## config.mk

```make
export PLATFORM = sky130hd
export DESIGN_NAME = fifo_rd_ptr
export DESIGN_NICKNAME = d
export VERILOG_FILES = /design/src/rtl/fifo_rd_ptr.sv
export SDC_FILE = /design/constraint.sdc
export NUM_CORES = 1
export LEC_CHECK = 0
export ABC_CLOCK_PERIOD_IN_PS = 7100
export CAP_MARGIN = 20
export CORE_AREA = 3 3 78 80
export DETAILED_ROUTE_END_ITERATION = 8
export DIE_AREA = 0 0 81 83
export PLACE_DENSITY = 0.73
export SYNTH_ARGS = -nofsm -noshare
export SYNTH_HDL_FRONTEND = slang
export SYNTH_SLANG_ARGS = --single-unit
```

## constraint.sdc

```tcl
create_clock -name clk -period 7.1 [get_ports clk]
set_input_delay 1.42 -clock clk [delete_from_list [all_inputs] [get_ports clk]]
set_output_delay 1.42 -clock clk [all_outputs]
set_load 0.02 [all_outputs]
```

## src/rtl/fifo_rd_ptr.sv

```systemverilog
// Read-side pointer and flag generator for the dual-clock packet FIFO.
// Lives in the read clock domain; supports commit/rewind for frame replay.
module fifo_rd_ptr #(
    parameter int ADDR_WIDTH        = 8,
    parameter int ALMOST_EMPTY_DIFF = 4,
    parameter int COMMIT_EN         = 1
) (
    input  logic                  clk,
    input  logic                  reset_n,
    input  logic                  read,
    output logic                  empty,
    output logic                  almost_empty,
    output logic [ADDR_WIDTH:0]   rd_count,
    input  logic [ADDR_WIDTH:0]   wr_ptr,
    output logic [ADDR_WIDTH-1:0] r_addr,
    output logic [ADDR_WIDTH:0]   r_ptr,
    input  logic                  commit_pckt,
    input  logic                  rewind_pckt
);

    localparam int PW = ADDR_WIDTH + 1;
    localparam logic [PW-1:0] AE_LIMIT = PW'(ALMOST_EMPTY_DIFF);

    logic [PW-1:0] rd_ptr_bin;
    logic [PW-1:0] cmt_ptr_bin;
    logic [PW-1:0] wr_bin;
    logic [PW-1:0] nxt;
    logic [PW-1:0] cmt_nxt;
    logic [PW-1:0] diff_nxt;
    logic          do_rewind;
    logic          do_commit;
    logic          accept;

    function automatic logic [PW-1:0] bin2gray(input logic [PW-1:0] b);
        return b ^ (b >> 1);
    endfunction

    always_comb begin : g2b
        logic [PW-1:0] b;
        b         = '0;
        b[PW-1]   = wr_ptr[PW-1];
        for (int unsigned i = PW - 1; i > 0; i--) begin
            b[i-1] = b[i] ^ wr_ptr[i-1];
        end
        wr_bin = b;
    end

    // Rewind outranks both commit and read; in plain mode the commit
    // pointer simply tracks the live pointer.
    always_comb begin
        do_rewind = (COMMIT_EN != 0) && rewind_pckt;
        do_commit = (COMMIT_EN == 0) || (commit_pckt && !rewind_pckt);
        accept    = read && !empty && !do_rewind;
        nxt       = do_rewind ? cmt_ptr_bin : rd_ptr_bin + PW'(accept);
        cmt_nxt   = do_commit ? nxt : cmt_ptr_bin;
        diff_nxt  = wr_bin - nxt;
    end

    always_ff @(posedge clk) begin
        if (!reset_n) begin
            rd_ptr_bin   <= '0;
            cmt_ptr_bin  <= '0;
            r_ptr        <= '0;
            empty        <= 1'b1;
            almost_empty <= 1'b1;
            rd_count     <= '0;
        end else begin
            rd_ptr_bin   <= nxt;
            cmt_ptr_bin  <= cmt_nxt;
            r_ptr        <= bin2gray(cmt_nxt);
            empty        <= (bin2gray(nxt) == wr_ptr);
            rd_count     <= diff_nxt;
            almost_empty <= (diff_nxt <= AE_LIMIT);
        end
    end

    assign r_addr = rd_ptr_bin[ADDR_WIDTH-1:0];

endmodule

```

==> results of run 1 <==
## worst max-delay path, cell delays in order
cell and delay (ps):
clkdlybuf4s50_1 530, xor2_1 230, xnor2_1 180, xor2_1 280, xnor2_2 180, xnor2_2 170
xnor3_1 330, xnor2_1 210, ha_1 200, inv_1 50, fa_1 380, a21o_1 190
a21oi_1 290, o21bai_1 110, a21oi_1 190, xnor2_1 100, o41a_1 380, a2111oi_2 260
## metrics by stage
| step | instances | util | cell area [sq um] | total power [mW] | setup slack, ps |
|---|---|---|---|---|---|
| 2_1_floorplan | 235 | - | 2200 | 0.383 | 2170 |
| 3_3_place_gp | 334 | 0.477 | 2610 | 0.449 | 1480 |
| 3_5_place_dp | 334 | 0.477 | 2610 | 0.452 | 1310 |
| 4_1_cts | 341 | 0.494 | 2700 | 0.607 | 1590 |
| 5_1_grt | 341 | 0.494 | 2700 | 0.637 | 1320 |
| 6_report | 341 | 0.494 | 2700 | 0.599 | 1610 |
## sequential cells by signal, summed over array words and instances, names as in the netlist
name and count:
r_ptr 9, rd_count 9, rd_ptr_bin 9, cmt_ptr_bin 8, almost_empty 1, empty 1
## layout make-up
cell class / count / area share
Tap cell: 72 / 0.0333
Timing Repair Buffer: 42 / 0.155
Sequential cell: 37 / 0.274
Clock inverter: 1 / 0.00278
Clock buffer: 6 / 0.0306
Multi-Input combinational cell: 174 / 0.492
Inverter: 9 / 0.0125
## how the worst max path moves through the flow
stage,end,cells after the start
finish,almost_empty$_SDFF_PN1_,18
global route,almost_empty$_SDFF_PN1_,18
CTS,almost_empty$_SDFF_PN1_,18
detailed placement,almost_empty$_SDFF_PN1_,18
global placement,almost_empty$_SDFF_PN1_,18
floorplan,almost_empty$_SDFF_PN1_,17
## routing by layer
metal,vias up,routed length (um)
met5,-,0
met1,801,2000
met4,0,89
li1,870,-
met3,9,197
met2,46,2210
## power by group
part	leakage [nW]	total [mW]	switching (mW)	internal (mW)
clock	0.0433	0.151	0.0745	0.0767
combinational	0.720	0.215	0.113	0.102
sequential	0.302	0.232	0.00579	0.226
## kinds of logic (layout without fill, tap and decap cells)
| kind of cell | count (synthesis) | count (layout) | synth area share |
|---|---|---|---|
| buf+inv | 24 | 58 | 0.0575 |
| flops | 37 | 37 | 0.337 |
| fa+ha+maj | 11 | 11 | 0.0661 |
| compound gates | 38 | 38 | 0.145 |
| xor+xnor | 34 | 34 | 0.149 |
| simple gates | 76 | 76 | 0.176 |
| mux | 15 | 15 | 0.0701 |
## cells in the mapped netlist (3+ instances only)
library cell  number
dfxtp_1           37
nor2_1            33
xnor2_1           18
xor2_1            13
mux2i_1           12
and2_1            10
ha_1              10
buf_4              9
nand2_1            9
inv_1              8
nand2b_1           6
o21a_1             6
o21ai_0            6
clkbuf_1           4
a21oi_1            3
mux2_2             3
nand3b_1           3
nor3_1             3
==> qor.csv, run 1 <==
metric;value;unit
outcome;complete, no violations;
starting density of the core;0.401;
vias per inst;5.06;
post-DP HPWL;3430;um
pin count of the biggest net entering global routing;26;
Seq cells post-synth;37;
Synth Cell Area;0.00220;sq mm
post-route ant nets;0;
Total Wirelength;4500;um
CP startpoint kind;input pin;
worst hold margin;547;ps
hold depth;2;
area of the multi-input gates;0.00133;sq mm
Lkg Pwr;1.07;nW
Worst EP required;7300;ps
Worst Hold Launch;cmt_ptr_bin[0]$_SDFF_PN0_;
Reg area;741;sq um
GRT Max-Usage Layer;met2;
maximum capacitance violations;0;
routed via count;1726;
post-route minimum period;5490;ps
Crit path arrival time;5690;ps
Max Fanout on Critical Path;3;
Die Area;0.00672;sq mm
Worst IR Drop VDD;144;uV
DRT Pass-1 Iters;4;
initial antenna violation count;0;
DRC viols;0;
Chip Height;83;um
clock transition at the registers of the reported paths;80;ps
R2R depth;13;
Synth Instances;235;
RSZ-0062 raised after global routing;no;
Die X;81;um
Setup Buffers After CTS;0;
Post-synth ARST share;0;
CP endpoint kind;register;
# H-tree levels;2;
most frequent cells in the layout;clkdlybuf4s50_1, dfxtp_1, nor2_1, xnor2_1, xor2_1;
met2 GRT Util;0.236;
worst setup path class;in -> reg;
Root Buffer;clkbuf_8;
row cnt;27;
TritonCTS clock tree;yes;
final setup violation count;0;
antenna cells;0;
fin nets;294;
Synth area leaders;dfxtp_1, xnor2_1, ha_1;
Slew HR;0.500;
Wirelength per Cell;13.2;um
Slew @ Worst Pin;745;ps
yosys warns;0;
CP startpoint;wr_ptr[7];
post-synth top area share;0.337;
Reg2Reg Setup Slack;3750;ps
Worst-Skew Late Latency;290;ps
RR Endpoint;almost_empty$_SDFF_PN1_;
I/O Pins;42;
Overflow after GRT;0;
CTS resizes;0;
share of cells above drive strength 1;0.0818;
Netlist cell types;53;
most common cell after layout, fill and taps aside;clkdlybuf4s50_1;
I/O Buffers;41;
R2R Path Start;empty$_SDFF_PN1_;
Tcrit/Tclk final;0.773;
Synth area leader;dfxtp_1;
EDFF count, synth;0;
Setup TNS;0;ps
met1 usage;0.170;
register area share after synthesis;0.337;
P per Cell Area;222;mW/mm^2
Max Slew Vio Count;0;
Area Overhead vs Synth;23.0;%
CTS Sinks;37;
hold_buf cts;0;
cts bufs inserted;5;
Mean Syn Cell Area;9.34;sq um
Core Region;0.00547;sq mm
M3 GR Usage;0.0315;
fmax;182;MHz
HP Class;reg -> reg;
layout filler cell count;533;
final count of hold timing violations;0;
syn_nets;260;
vias in the first global route;1625;
Clock Path Buffers;2;
end of the worst hold path;cmt_ptr_bin[0]$_SDFF_PN0_;
DR iter-0 viols;73;
first-pass GRT wire length;7400;um
RePlAce Congestion;0.891;
Total GRT Usage;0.141;
Main synth FF type;dfxtp_1;
Worst Skew;8.07;ps
No activity file was read; power rests on OpenSTA's default activity.
==> inputs of run 2 (changes only) <==
ABC_CLOCK_PERIOD_IN_PS = 4820   (was 7100)
PLACE_DENSITY = 0.75   (was 0.73)
clock period = 4.82 ns   (was 7.1 ns; I/O delays follow)
==> qor.csv, run 2 (synthesized netlist as in run 1, its figures left out) <==
metric;value;unit;change
maximum capacitance violations;0;;unchanged
starting density of the core;0.401;;unchanged
Crit path largest cell delay;470;ps;-60 ps
RePlAce Congestion;0.814;;-8.7%
Slew HR;0.577;;+0.0768
Worst IR Drop VDD;198;uV;+38%
worst hold margin;554;ps;+7.20 ps
hold_buf cts;0;;unchanged
Max Fanout on Critical Path;2;;-1
routed via count;1724;;-0.12%
Max Slew Vio Count;0;;unchanged
TritonCTS clock tree;yes;;
vias in the first global route;1758;;+8.2%
Critical-path top delay cell;clkdlybuf4s50_1;;
Setup TNS;0;ps;unchanged
# H-tree levels;2;;unchanged
CTS Sinks;37;;unchanged
Overflow after GRT;0;;unchanged
Wirelength per Cell;13.3;um;+0.69%
Worst-Skew Late Latency;290;ps;about the same
DRT Pass-1 Iters;4;;unchanged
Die X;81;um;unchanged
Final Power;930;uW;+55%
vias per inst;4.82;;-4.9%
registers with the most flip-flops;r_ptr (9), rd_count (9), rd_ptr_bin (9);;
Crit path arrival time;4730;ps;-960 ps
most common cell after layout, fill and taps aside;clkdlybuf4s50_1;;
final setup violation count;0;;unchanged
CP startpoint;wr_ptr[6];;
M3 GR Usage;0.0380;;+0.00651
Slew @ Worst Pin;635;ps;-111 ps
Chip Height;83;um;unchanged
Clock Path Buffers;2;;unchanged
share of cells above drive strength 1;0.157;;+0.0756
antenna cells;0;;unchanged
R2R Path Start;empty$_SDFF_PN1_;;
initial antenna violation count;0;;unchanged
DRC viols;0;;unchanged
post-DP HPWL;3600;um;+5.0%
fmax;220;MHz;
Place WS;-321;ps;-1630 ps
row cnt;27;;unchanged
most frequent cells in the layout;clkdlybuf4s50_1, dfxtp_1, nor2_1, buf_4, xnor2_1;;
final count of hold timing violations;0;;unchanged
I/O Buffers;41;;unchanged
post-route minimum period;4540;ps;
clock transition at the registers of the reported paths;80;ps;about the same
GRT Max-Usage Layer;met2;;
CP startpoint kind;input pin;;
Worst Hold Launch;cmt_ptr_bin[0]$_SDFF_PN0_;;
met2 GRT Util;0.249;;+0.0134
Total Wirelength;4760;um;+5.7%
first-pass GRT wire length;7780;um;+5.0%
P per Cell Area;325;mW/mm^2;+46%
Final WS setup;276;ps;-1330 ps
outcome;complete, no violations;;
Worst Skew;4.27;ps;-3.80 ps
met1 usage;0.177;;+0.00728
cts bufs inserted;5;;unchanged
post-route ant nets;0;;unchanged
fin area;0.00287;sq mm;+6.1%
fin nets;310;;+5.4%
Reg2Reg Setup Slack;1500;ps;-2250 ps
CP Cell Sequence;clkdlybuf4s50_1, xnor2_2, xor2_1, buf_4, xnor2_4, xnor2_2, xnor3_1, xnor2_2, ha_2, inv_1, fa_1, a21o_1, a21oi_2, o21bai_1, a21oi_2, xnor2_1, o41a_1, a2111oi_2;;
CP most frequent cell;xnor2_2;;
Worst EP required;5010;ps;-2290 ps
Root Buffer;clkbuf_8;;
Core Region;0.00547;sq mm;unchanged
CP endpoint kind;register;;
Lkg Pwr;1.17;nW;+10%
CP Buf/Inv Count;3;;+1
Tcrit/Tclk final;0.943;;
worst setup path class;in -> reg;;
I/O Pins;42;;unchanged
Crit path max-delay family;compound AO/OA/AOI/OAI gates;;
Placed Area;0.00271;sq mm;+3.7%
Total GRT Usage;0.148;;+0.00679
Die Area;0.00672;sq mm;unchanged
Area Overhead vs Synth;30.5;%;
DR iter-0 viols;71;;-2.7%
RSZ-0062 raised after global routing;no;;
HP Class;reg -> reg;;
pin count of the biggest net entering global routing;23;;-12%
## run 2: changes by cell type in the layout (fill, tap and decap cells not counted), moves of 2 or more
cell             before  now
xnor2_1              18   16
dlymetal6s2s_1        0    2
buf_4                 1   17
clkinv_2              0    2
clkdlybuf4s50_1      41   39
a21oi_2               0    2
a21oi_1               3    1
## run 2: power by group
group | internal, mW | switching, mW | leakage (nW) | total (mW)
Sequential | 0.333 | 0.00841 | 0.302 | 0.341
Combinational | 0.192 | 0.180 | 0.828 | 0.372
Clock | 0.0999 | 0.117 | 0.0439 | 0.217
Total | 0.625 | 0.306 | 1.17 | 0.930
## run 2: worst reg2reg max path: cells and delay by family, from the launching register on
kind / cells / cell delay [ps]
and+or+nand+nor: 6 / 1230
adders and majority gates: 3 / 710
AOI/OAI and AO/OA: 2 / 630
DFF: 1 / 310
xor gates and xnor gates: 1 / 180
muxes: 1 / 140
## run 2: final cells by class
cell class	count	area (sq um)
multi-input combinational	174	1370
timing repair buffer	58	543
tap	72	90.1
sequential	37	741
clock buffer	5	68.8
clock inverter	3	17.5
fill	530	2610
inverter	9	33.8
## run 2: what timing repair did
action	4_1_cts	5_1_grt
endpoints found under the setup margin	1	2
pin swaps	2	3
setup buffers	2	1
gates resized for setup	2	7
## run 2: path summary, 6_finish.rpt
| check | endpoint | cells after the start |
|---|---|---|
| setup / recovery | almost_empty$_SDFF_PN1_ | 18 |
| hold / removal | cmt_ptr_bin[0]$_SDFF_PN0_ | 2 |
| setup reg to reg | almost_empty$_SDFF_PN1_ | 13 |
| hold reg to reg | cmt_ptr_bin[0]$_SDFF_PN0_ | 2 |
## run 2: metrics by stage
step           std cells  utilization
6_report             358        0.524
5_1_grt              358        0.524
4_1_cts              357        0.517
3_5_place_dp         347        0.495
3_3_place_gp         347        0.495
2_1_floorplan        235            -
## run 2: routing by layer
metal  vias to the layer above  wire, um
met4                         0        59
met3                         6       155
li1                        893         -
met1                       793      2200
met2                        32      2340
met5                         -         0
